--- src/rtl/score_display_mux.sv ---
// Score/high-score tracker with sequential binary-to-BCD conversion
// and a multiplexed, blanking, blinking seven-segment driver.
module score_display_mux #(
    parameter int NUM_DIGITS = 3,
    parameter int SCORE_W    = 10,
    parameter int MAX_SCORE  = 999,
    parameter int SCAN_DIV   = 4,
    parameter int BLINK_DIV  = 8
) (
    input  logic                  clk,
    input  logic                  rst,
    input  logic                  good_coll,
    input  logic                  bad_coll,
    input  logic                  new_game,
    input  logic                  blank_lz,
    output logic [SCORE_W-1:0]    score,
    output logic [SCORE_W-1:0]    high_score,
    output logic                  game_over,
    output logic [NUM_DIGITS-1:0] digit_sel,
    output logic [6:0]            seg
);

    localparam int BCD_W   = 4 * NUM_DIGITS;
    localparam int CNT_W   = $clog2(SCORE_W + 1);
    localparam int IDX_W   = (NUM_DIGITS > 1) ? $clog2(NUM_DIGITS) : 1;
    localparam int SCAN_W  = (SCAN_DIV > 1) ? $clog2(SCAN_DIV) : 1;
    localparam int BLINK_W = (BLINK_DIV > 1) ? $clog2(BLINK_DIV) : 1;

    localparam longint MAX_DISP = longint'(10 ** NUM_DIGITS) - 1;
    localparam longint MAX_BIN  = longint'(1) << SCORE_W;

    localparam logic [SCORE_W-1:0] MAX_V    = SCORE_W'(MAX_SCORE);
    localparam logic [CNT_W-1:0]   LAST_BIT = CNT_W'(SCORE_W - 1);
    localparam logic [IDX_W-1:0]   LAST_IDX = IDX_W'(NUM_DIGITS - 1);
    localparam logic [SCAN_W-1:0]  LAST_SCN = SCAN_W'(SCAN_DIV - 1);
    localparam logic [BLINK_W-1:0] LAST_BLK = BLINK_W'(BLINK_DIV - 1);

    if (NUM_DIGITS < 1 || NUM_DIGITS > 4) begin : g_bad_digits
        $error("NUM_DIGITS must be 1..4");
    end
    if (longint'(MAX_SCORE) > MAX_DISP) begin : g_bad_max_disp
        $error("MAX_SCORE does not fit in NUM_DIGITS digits");
    end
    if (longint'(MAX_SCORE) >= MAX_BIN) begin : g_bad_max_bin
        $error("MAX_SCORE does not fit in SCORE_W bits");
    end
    if (SCAN_DIV < 1 || BLINK_DIV < 1) begin : g_bad_div
        $error("SCAN_DIV and BLINK_DIV must be >= 1");
    end

    typedef enum logic [1:0] {
        S_IDLE,
        S_LOAD,
        S_SHIFT,
        S_COMMIT
    } conv_state_t;

    function automatic logic [6:0] decode(input logic [3:0] d);
        logic [6:0] p;
        p = 7'b0000000;
        case (d)
            4'd0:    p = 7'b0111111;
            4'd1:    p = 7'b0000110;
            4'd2:    p = 7'b1011011;
            4'd3:    p = 7'b1001111;
            4'd4:    p = 7'b1100110;
            4'd5:    p = 7'b1101101;
            4'd6:    p = 7'b1111101;
            4'd7:    p = 7'b0000111;
            4'd8:    p = 7'b1111111;
            4'd9:    p = 7'b1100111;
            default: p = 7'b0000000;
        endcase
        return p;
    endfunction

    logic [SCORE_W-1:0] score_inc;
    logic [SCORE_W-1:0] disp_val;

    assign score_inc = score + 1'b1;
    assign disp_val  = game_over ? high_score : score;

    // new_game > bad_coll > good_coll; collisions are dead while game over
    always_ff @(posedge clk) begin
        if (rst) begin
            score      <= '0;
            high_score <= '0;
            game_over  <= 1'b0;
        end else if (new_game) begin
            score     <= '0;
            game_over <= 1'b0;
        end else if (!game_over) begin
            if (bad_coll) begin
                game_over <= 1'b1;
            end else if (good_coll) begin
                score <= score_inc;
                if (score_inc > high_score) begin
                    high_score <= score_inc;
                end
                if (score_inc == MAX_V) begin
                    game_over <= 1'b1;
                end
            end
        end
    end

    conv_state_t        state;
    conv_state_t        state_nxt;
    logic [SCORE_W-1:0] bin_sh;
    logic [SCORE_W-1:0] cap_val;
    logic [SCORE_W-1:0] last_val;
    logic [BCD_W-1:0]   bcd;
    logic [BCD_W-1:0]   bcd_adj;
    logic [BCD_W-1:0]   digits;
    logic [CNT_W-1:0]   bit_cnt;

    always_ff @(posedge clk) begin
        if (rst) begin
            state <= S_IDLE;
        end else begin
            state <= state_nxt;
        end
    end

    always_comb begin
        state_nxt = state;
        unique case (state)
            S_IDLE: begin
                if (disp_val != last_val) begin
                    state_nxt = S_LOAD;
                end
            end
            S_LOAD: state_nxt = S_SHIFT;
            S_SHIFT: begin
                if (bit_cnt == LAST_BIT) begin
                    state_nxt = S_COMMIT;
                end
            end
            S_COMMIT: state_nxt = S_IDLE;
            default:  state_nxt = S_IDLE;
        endcase
    end

    always_comb begin
        bcd_adj = bcd;
        for (int i = 0; i < NUM_DIGITS; i++) begin
            if (bcd[4*i +: 4] >= 4'd5) begin
                bcd_adj[4*i +: 4] = bcd[4*i +: 4] + 4'd3;
            end
        end
    end

    // digits only change on COMMIT, so a half-done pass is never shown
    always_ff @(posedge clk) begin
        if (rst) begin
            bin_sh   <= '0;
            cap_val  <= '0;
            last_val <= '0;
            bcd      <= '0;
            digits   <= '0;
            bit_cnt  <= '0;
        end else begin
            unique case (state)
                S_LOAD: begin
                    bin_sh  <= disp_val;
                    cap_val <= disp_val;
                    bcd     <= '0;
                    bit_cnt <= '0;
                end
                S_SHIFT: begin
                    {bcd, bin_sh} <= {bcd_adj, bin_sh} << 1;
                    bit_cnt       <= bit_cnt + 1'b1;
                end
                S_COMMIT: begin
                    digits   <= bcd;
                    last_val <= cap_val;
                end
                default: begin
                end
            endcase
        end
    end

    logic [SCAN_W-1:0]  scan_cnt;
    logic [IDX_W-1:0]   idx;
    logic [IDX_W-1:0]   idx_nxt;
    logic               scan_tick;
    logic               frame_end;
    logic [BLINK_W-1:0] blink_cnt;
    logic               blink_tick;
    logic               phase;
    logic               phase_nxt;

    assign scan_tick  = (scan_cnt == LAST_SCN);
    assign frame_end  = scan_tick && (idx == LAST_IDX);
    assign blink_tick = frame_end && (blink_cnt == LAST_BLK);

    always_comb begin
        idx_nxt = idx;
        if (scan_tick) begin
            idx_nxt = (idx == LAST_IDX) ? '0 : idx + 1'b1;
        end
    end

    always_comb begin
        phase_nxt = phase;
        if (!game_over) begin
            phase_nxt = 1'b1;
        end else if (blink_tick) begin
            phase_nxt = ~phase;
        end
    end

    always_ff @(posedge clk) begin
        if (rst) begin
            scan_cnt <= '0;
            idx      <= '0;
        end else begin
            scan_cnt <= scan_tick ? '0 : scan_cnt + 1'b1;
            idx      <= idx_nxt;
        end
    end

    // held at on/0 while playing, so the rising edge of game_over restarts it
    always_ff @(posedge clk) begin
        if (rst || !game_over) begin
            blink_cnt <= '0;
        end else if (frame_end) begin
            blink_cnt <= blink_tick ? '0 : blink_cnt + 1'b1;
        end
    end

    always_ff @(posedge clk) begin
        if (rst) begin
            phase <= 1'b1;
        end else begin
            phase <= phase_nxt;
        end
    end

    logic [NUM_DIGITS-1:0] blank_vec;
    logic                  zero_run;
    logic [3:0]            cur_digit;
    logic                  cur_blank;
    logic [NUM_DIGITS-1:0] digit_sel_nxt;
    logic [6:0]            seg_nxt;

    always_comb begin
        zero_run  = 1'b1;
        blank_vec = '0;
        for (int i = NUM_DIGITS - 1; i >= 0; i--) begin
            zero_run     = zero_run && (digits[4*i +: 4] == 4'd0);
            blank_vec[i] = zero_run && (i != 0);
        end
    end

    always_comb begin
        cur_digit     = '0;
        cur_blank     = 1'b0;
        digit_sel_nxt = '0;
        for (int i = 0; i < NUM_DIGITS; i++) begin
            if (idx_nxt == IDX_W'(i)) begin
                cur_digit        = digits[4*i +: 4];
                cur_blank        = blank_vec[i];
                digit_sel_nxt[i] = 1'b1;
            end
        end
        seg_nxt = decode(cur_digit);
        if (!phase_nxt || (blank_lz && cur_blank)) begin
            seg_nxt = 7'b0000000;
        end
    end

    always_ff @(posedge clk) begin
        if (rst) begin
            digit_sel <= NUM_DIGITS'(1);
            seg       <= 7'b0000000;
        end else begin
            digit_sel <= digit_sel_nxt;
            seg       <= seg_nxt;
        end
    end

endmodule

--- config.mk ---
export PLATFORM = sky130hd
export DESIGN_NAME = score_display_mux
export DESIGN_NICKNAME = d
export VERILOG_FILES = /design/src/rtl/score_display_mux.sv
export SDC_FILE = /design/constraint.sdc
export NUM_CORES = 1
export LEC_CHECK = 0
export CAP_MARGIN = 20
export CORE_ASPECT_RATIO = 1.25
export CORE_UTILIZATION = 45
export CTS_CLUSTER_DIAMETER = 80
export DETAILED_ROUTE_END_ITERATION = 10
export PLACE_DENSITY = 0.71
export SLEW_MARGIN = 10
export SYNTH_ARGS = -nofsm -noshare
export SYNTH_HDL_FRONTEND = slang
export SYNTH_SLANG_ARGS = --single-unit
--- constraint.sdc ---
create_clock -name clk -period 3.1 [get_ports clk]
set_input_delay 0.775 -clock clk [delete_from_list [all_inputs] [get_ports clk]]
set_output_delay 0.775 -clock clk [all_outputs]
set_load 0.01 [all_outputs]
=== Word level (Yosys, flattened, before mapping) ===
Memory sizes are Yosys's and may differ from the RTL's. A register that Yosys moved wholly into a read port is not among the register bits.
Index checks and enable logic that the tools add are counted.

* Register bits: 92
* Memory bits (read-only): 112
* Input bits: 6
* Output and inout bits: 31
* Word-level logic and storage cells: 91
* Memories kept: 1

* Add/sub/neg operators: 8
* $lt $le $gt $ge: 4
* Eq/ne operators: 13
* Mux-type cells: 27
* Bitwise gates (word level): 4
* Reductions and logical operators: 19

{| class="wikitable"
|+ Memory list
! name !! depth !! bits a word !! rd ports !! clocked after Yosys merged registers in !! write ports !! RTL line !! RTL
|-
| (no name shown) || 16 || 7 || 1 || 1 || 0 || 61 || <nowiki>case (d)</nowiki>
|}

{| class="wikitable"
|+ Operator list
! cell !! count
|-
| 12-bit one-hot mux with 2 select lines || 1
|-
| 4-bit 2-to-1 mux || 5
|-
| 10-bit one-hot mux with 2 select lines || 1
|-
| 4-bit by 3-bit >= comparator with 1-bit output (second input constant) || 3
|-
| 1-bit 2-to-1 mux || 11
|-
| 10-bit by 1-bit adder with 10-bit output (second input constant) || 1
|-
| 10-bit equality test (second input constant) || 1
|-
| 2-bit equality test (second input constant) || 5
|-
| 10-bit greater-than comparator || 1
|-
| 10-bit 2-to-1 mux || 1
|-
| 10-bit != test || 1
|-
| 4-bit by 2-bit adder with 4-bit output (second input constant) || 2
|-
| 4-bit zero test || 2
|-
| 2-bit 2-to-1 mux || 4
|-
| 2-bit one-hot mux with 4 select lines || 1
|-
| 4-bit one-hot mux with 2 select lines || 1
|-
| 3-bit 2-to-1 mux || 2
|-
| 2-bit OR reduction || 3
|-
| 5-bit AND reduction || 1
|-
| 2-bit by 1-bit adder with 2-bit output (second input constant) || 2
|-
| 4-bit by 1-bit adder with 4-bit output (second input constant) || 1
|-
| 2-bit by 1-bit equality test with 1-bit output (second input constant) || 2
|-
| 4-bit equality test (second input constant) || 1
|-
| 1-bit logical AND || 4
|-
| 11 further kinds || 18
|}

=== Logic depth before layout (Yosys ltp) ===
* Word-level depth: 9
* Gate-level depth with buffers: 12

=== Least setup slack after synthesis ===
Ideal clock, no wire load.

* Path kind: flip-flop to flip-flop
* Start: reg score[0]
* End: reg high_score[0]
* Setup time: 0.121 ns
* Arrival time: 2.650 ns
* Data required time: 2.979 ns
* Slack: 0.329 ns
* Stages on the path, launching flop included: 13
* Buffers on the path: 1
* Period minus slack after synthesis: 2.771 ns
* Path through: dfxtp_1 -> ha_1 -> nand4_1 -> nor2_1 -> xnor2_1 -> inv_1 -> ha_1 -> nand4_1 -> nor2_1 -> a311oi_1 -> o31a_1 -> buf_2 -> mux2_2

* Cells in the longest elaborated chain, start to end: 3

{| class="wikitable"
|+ RTL lines
! what !! RTL line !! RTL
|-
| from (decl) || 16 || <nowiki>output logic [SCORE_W-1:0] score,</nowiki>
|-
| from (signal assigned) || 96 || <nowiki>score <= score_inc;</nowiki>
|-
| 10-bit by 1-bit adder with 10-bit output || 80 || <nowiki>assign score_inc = score + 1'b1;</nowiki>
|-
| named net score_inc[8] || 77 || <nowiki>logic [SCORE_W-1:0] score_inc;</nowiki>
|-
| 10-bit greater-than comparator || 97 || <nowiki>if (score_inc > high_score) begin</nowiki>
|-
| 5-bit AND reduction (no line) || -- ||
|-
| to (signal assigned) || 98 || <nowiki>high_score <= score_inc;</nowiki>
|-
| to (decl) || 17 || <nowiki>output logic [SCORE_W-1:0] high_score,</nowiki>
|}

The timed path passes the listed nets, and every way through them passes these cells.
A chain may end at the register's enable or synchronous reset.

=== Worst setup path after layout ===
* Start: reg score[1]
* End: reg high_score[9]

The elaborated chain is that of the path after synthesis.

==> summary.txt <==
Status
  – Run status: complete, no violations

Clock tree
  – Reg clk slew, reported paths: 0.07 ns
  – Htree depth: 3
  – CTS Buf Count: 9
  – Post-CTS Resized: 0
  – CTS root buf: clkbuf_16
  – Worst skew pair latency: 0.35 ns
  – Clock Path Buffers: 2
  – Postcts setup bufs: 0
  – CTS tree: done
  – Clock sinks: 99
  – Hold buffers post-CTS: 0

Drt
  – DR vias: 4027
  – Drc violations: 0
  – Post-DRT Antenna Nets: 0
  – 1st-iter DRT viols: 188
  – Post-Route WL: 10.8 mm
  – WL per Instance: 14.5 µm
  – DRT Pass-1 Iters: 4
  – DR vias/cell: 5.43

Global routing
  – Vias in the first global route: 3938
  – Met1 GRT Util: 21.3%
  – Largest net degree at the start of global routing: 91
  – Met2 Track Usage GR: 34.1%
  – First-pass GRT wire length: 18.0 mm
  – Most Used Layer, Global Route: met2
  – Met3 usage: 4.57%
  – GR Overflow Total: 0
  – Initial antenna violation count: 0
  – All-layer global routing usage: 19.0%

STA
  – Max Clock Freq: 0.342 GHz
  – Final Slew Violations: 0
  – Slew margin rel.: 38.0%
  – RSZ-0062 raised after global routing: false
  – Fraction of the cycle the final worst path needs: 94.2%
  – Fin. Hold Viols: 0
  – Period minus WS final: 2.92 ns
  – Final setup viols: 0
  – Min Hold Slack: 0.439 ns
  – Total negative slack: 0 ns
  – Worst-margin pin slew: 0.928 ns
  – Clock Skews: 0.00558 ns

Critical path
  – Cell family with most CP delay: simple AND/OR/NAND/NOR gates
  – Critical path's largest stage delay: 0.36 ns
  – CP Capture Type: flip-flop
  – Critical Path RT: 3.34 ns
  – RR Startpoint: score[1]
  – Crit path cell chain: ha_1, nand4_1, nor2_1, xnor2_1, inv_1, ha_1, nand4_1, nor2_1, a311oi_1, o31a_1, buf_4, mux2_2
  – Critical Path Start Type: flip-flop
  – Worst-case reg-to-reg path depth: 12
  – R2r setup slk: 0.18 ns
  – Buffers & Inverters on Critical Path: 2
  – Worst setup path class: flip-flop to flip-flop
  – Slowest stage cell on the critical path: mux2_2
  – Critical Path AT: 3.16 ns
  – Reg2reg end: high_score[9]
  – Crit path max fanout: 10

Worst hold path
  – Startpoint of the worst hold path: scan_cnt[0]
  – HP Class: flip-flop to flip-flop
  – Hold Path Sink: scan_cnt[0]
  – Hold Path Depth: 1

Logic synthesis
  – Mean Syn Cell Area: 8.78 µm²
  – Cells after Synth: 578
  – Largest cells by area after synthesis: dfxtp_1, mux2i_1, ha_1, nor2_1, xor2_1
  – Post-synth EDFFs: 0
  – Seq/Total Area, Yosys: 39.1%
  – Syn_nets: 617
  – Synth cell types: 48
  – Main synth FF type: dfxtp_1
  – Post-Syn Area: 5070 µm²
  – Post-synthesis register bit count: 99
  – Asr flop ratio synth: 0%
  – Cell taking the most area after synthesis: dfxtp_1
  – Synth top area share: 39.1%
  – Synth warnings: 0

Layout
  – Leading cell type in the layout, fill and taps excluded: dfxtp_1
  – Final Cell Area: 5840 µm²
  – Nets: 641
  – Area delta synth->final: 15.1%
  – Commonest non-fill, non-tap cells in the layout: dfxtp_1, nor2_1, mux2i_1
  – Layout cells sized above 1: 6.75%
  – Number of diodes: 0

Floorplan
  – Die height: 121 µm
  – # IOs: 37
  – Initial core utilization: 46.0%
  – Die ar.: 11700 µm²
  – Core Box Area: 11000 µm²
  – FP Rows: 43
  – Die Span X: 97.0 µm

Placed design
  – Placed Area: 5510 µm²
  – RePlAce Congestion: 0.891
  – Dpl hpwl: 7.65 mm
  – PortBufs: 36

Pwr
  – Pwr dens: 528 nW/µm²
  – Lkg Pwr: 2.18 nW
  – Max IR drop VDD: 0.000276 V

Flow run
  – Max cap viols: 0
kinds of logic (layout without fill, tap and decap cells):
kind of cell	count (synthesis)	in the layout	share of synthesized area, %
adders and majority gates	33	33	8.14
muxes	56	56	11.5
AOI/OAI and AO/OA	99	99	12.7
buffers and inverters	66	95	5.43
DFF	99	99	39.1
xor gates and xnor gates	32	32	5.53
and+or+nand+nor	193	193	17.6
sequential cells by signal (all words and copies together), names as in the netlist:
| name | flops |
|---|---|
| bin_sh | 10 |
| phase | 1 |
| scan_cnt | 2 |
| idx | 2 |
| digits | 12 |
| bcd | 12 |
| state | 2 |
| score | 10 |
| game_over | 1 |
| blink_cnt | 3 |
| cap_val | 10 |
| digit_sel | 3 |
| bit_cnt | 4 |
| seg | 7 |
| high_score | 10 |
| last_val | 10 |
worst max path at each step:
stage,startpoint,end,slack (ns),cells after the start
floorplan,score[0],high_score[0],0.33,12
global placement,score[2],high_score[0],0.39,11
detailed placement,score[1],high_score[8],0.25,12
CTS,score[1],high_score[9],0.23,12
global route,score[2],high_score[0],0.01,11
finish,score[1],high_score[9],0.18,12
report_power, final:
part,leakage (nW),internal (mW),switching [mW]
Combinational,1.21,0.180,0.284
Sequential,0.802,1.35,0.0475
Clock,0.160,0.714,0.501
Total,2.18,2.25,0.833
cell type report:
type / instances / area (µm²)
clock buffers: 9 / 225
flip-flops and latches: 99 / 1980
fillers: 1020 / 5190
inverters: 35 / 131
multi-input cells: 413 / 2820
well taps: 135 / 169
repair buffers: 44 / 415
clock inverters: 7 / 100
cells in the mapped netlist (all sizes together) (9+ instances only):
cell,number
clkbuf,25
inv,35
nor3,9
a21oi,23
a211oi,12
nand2,34
nand3,15
xor2,18
dfxtp,99
nor2,90
nand2b,11
o21ai,20
mux2i,48
ha,33
xnor2,14
metal layers:
| metal | vias up | routed length (µm) |
|---|---|---|
| met1 | 1892 | 4550 |
| li1 | 2033 | - |
| met2 | 84 | 5530 |
| met3 | 18 | 421 |
| met4 | 0 | 286 |
| met5 | - | 0 |
through the flow:
stage	cells	utilization, %	worst slack, ns	total power [mW]
2_1_floorplan	578	-	0.329	1.77
5_1_grt	742	52.9	0.0128	3.22
4_1_cts	742	52.9	0.233	3.11
6_report	742	52.9	0.179	3.08
3_5_place_dp	726	50.0	0.246	1.89
3_3_place_gp	726	50.0	0.393	1.88
(Power assumes the default switching activity.)
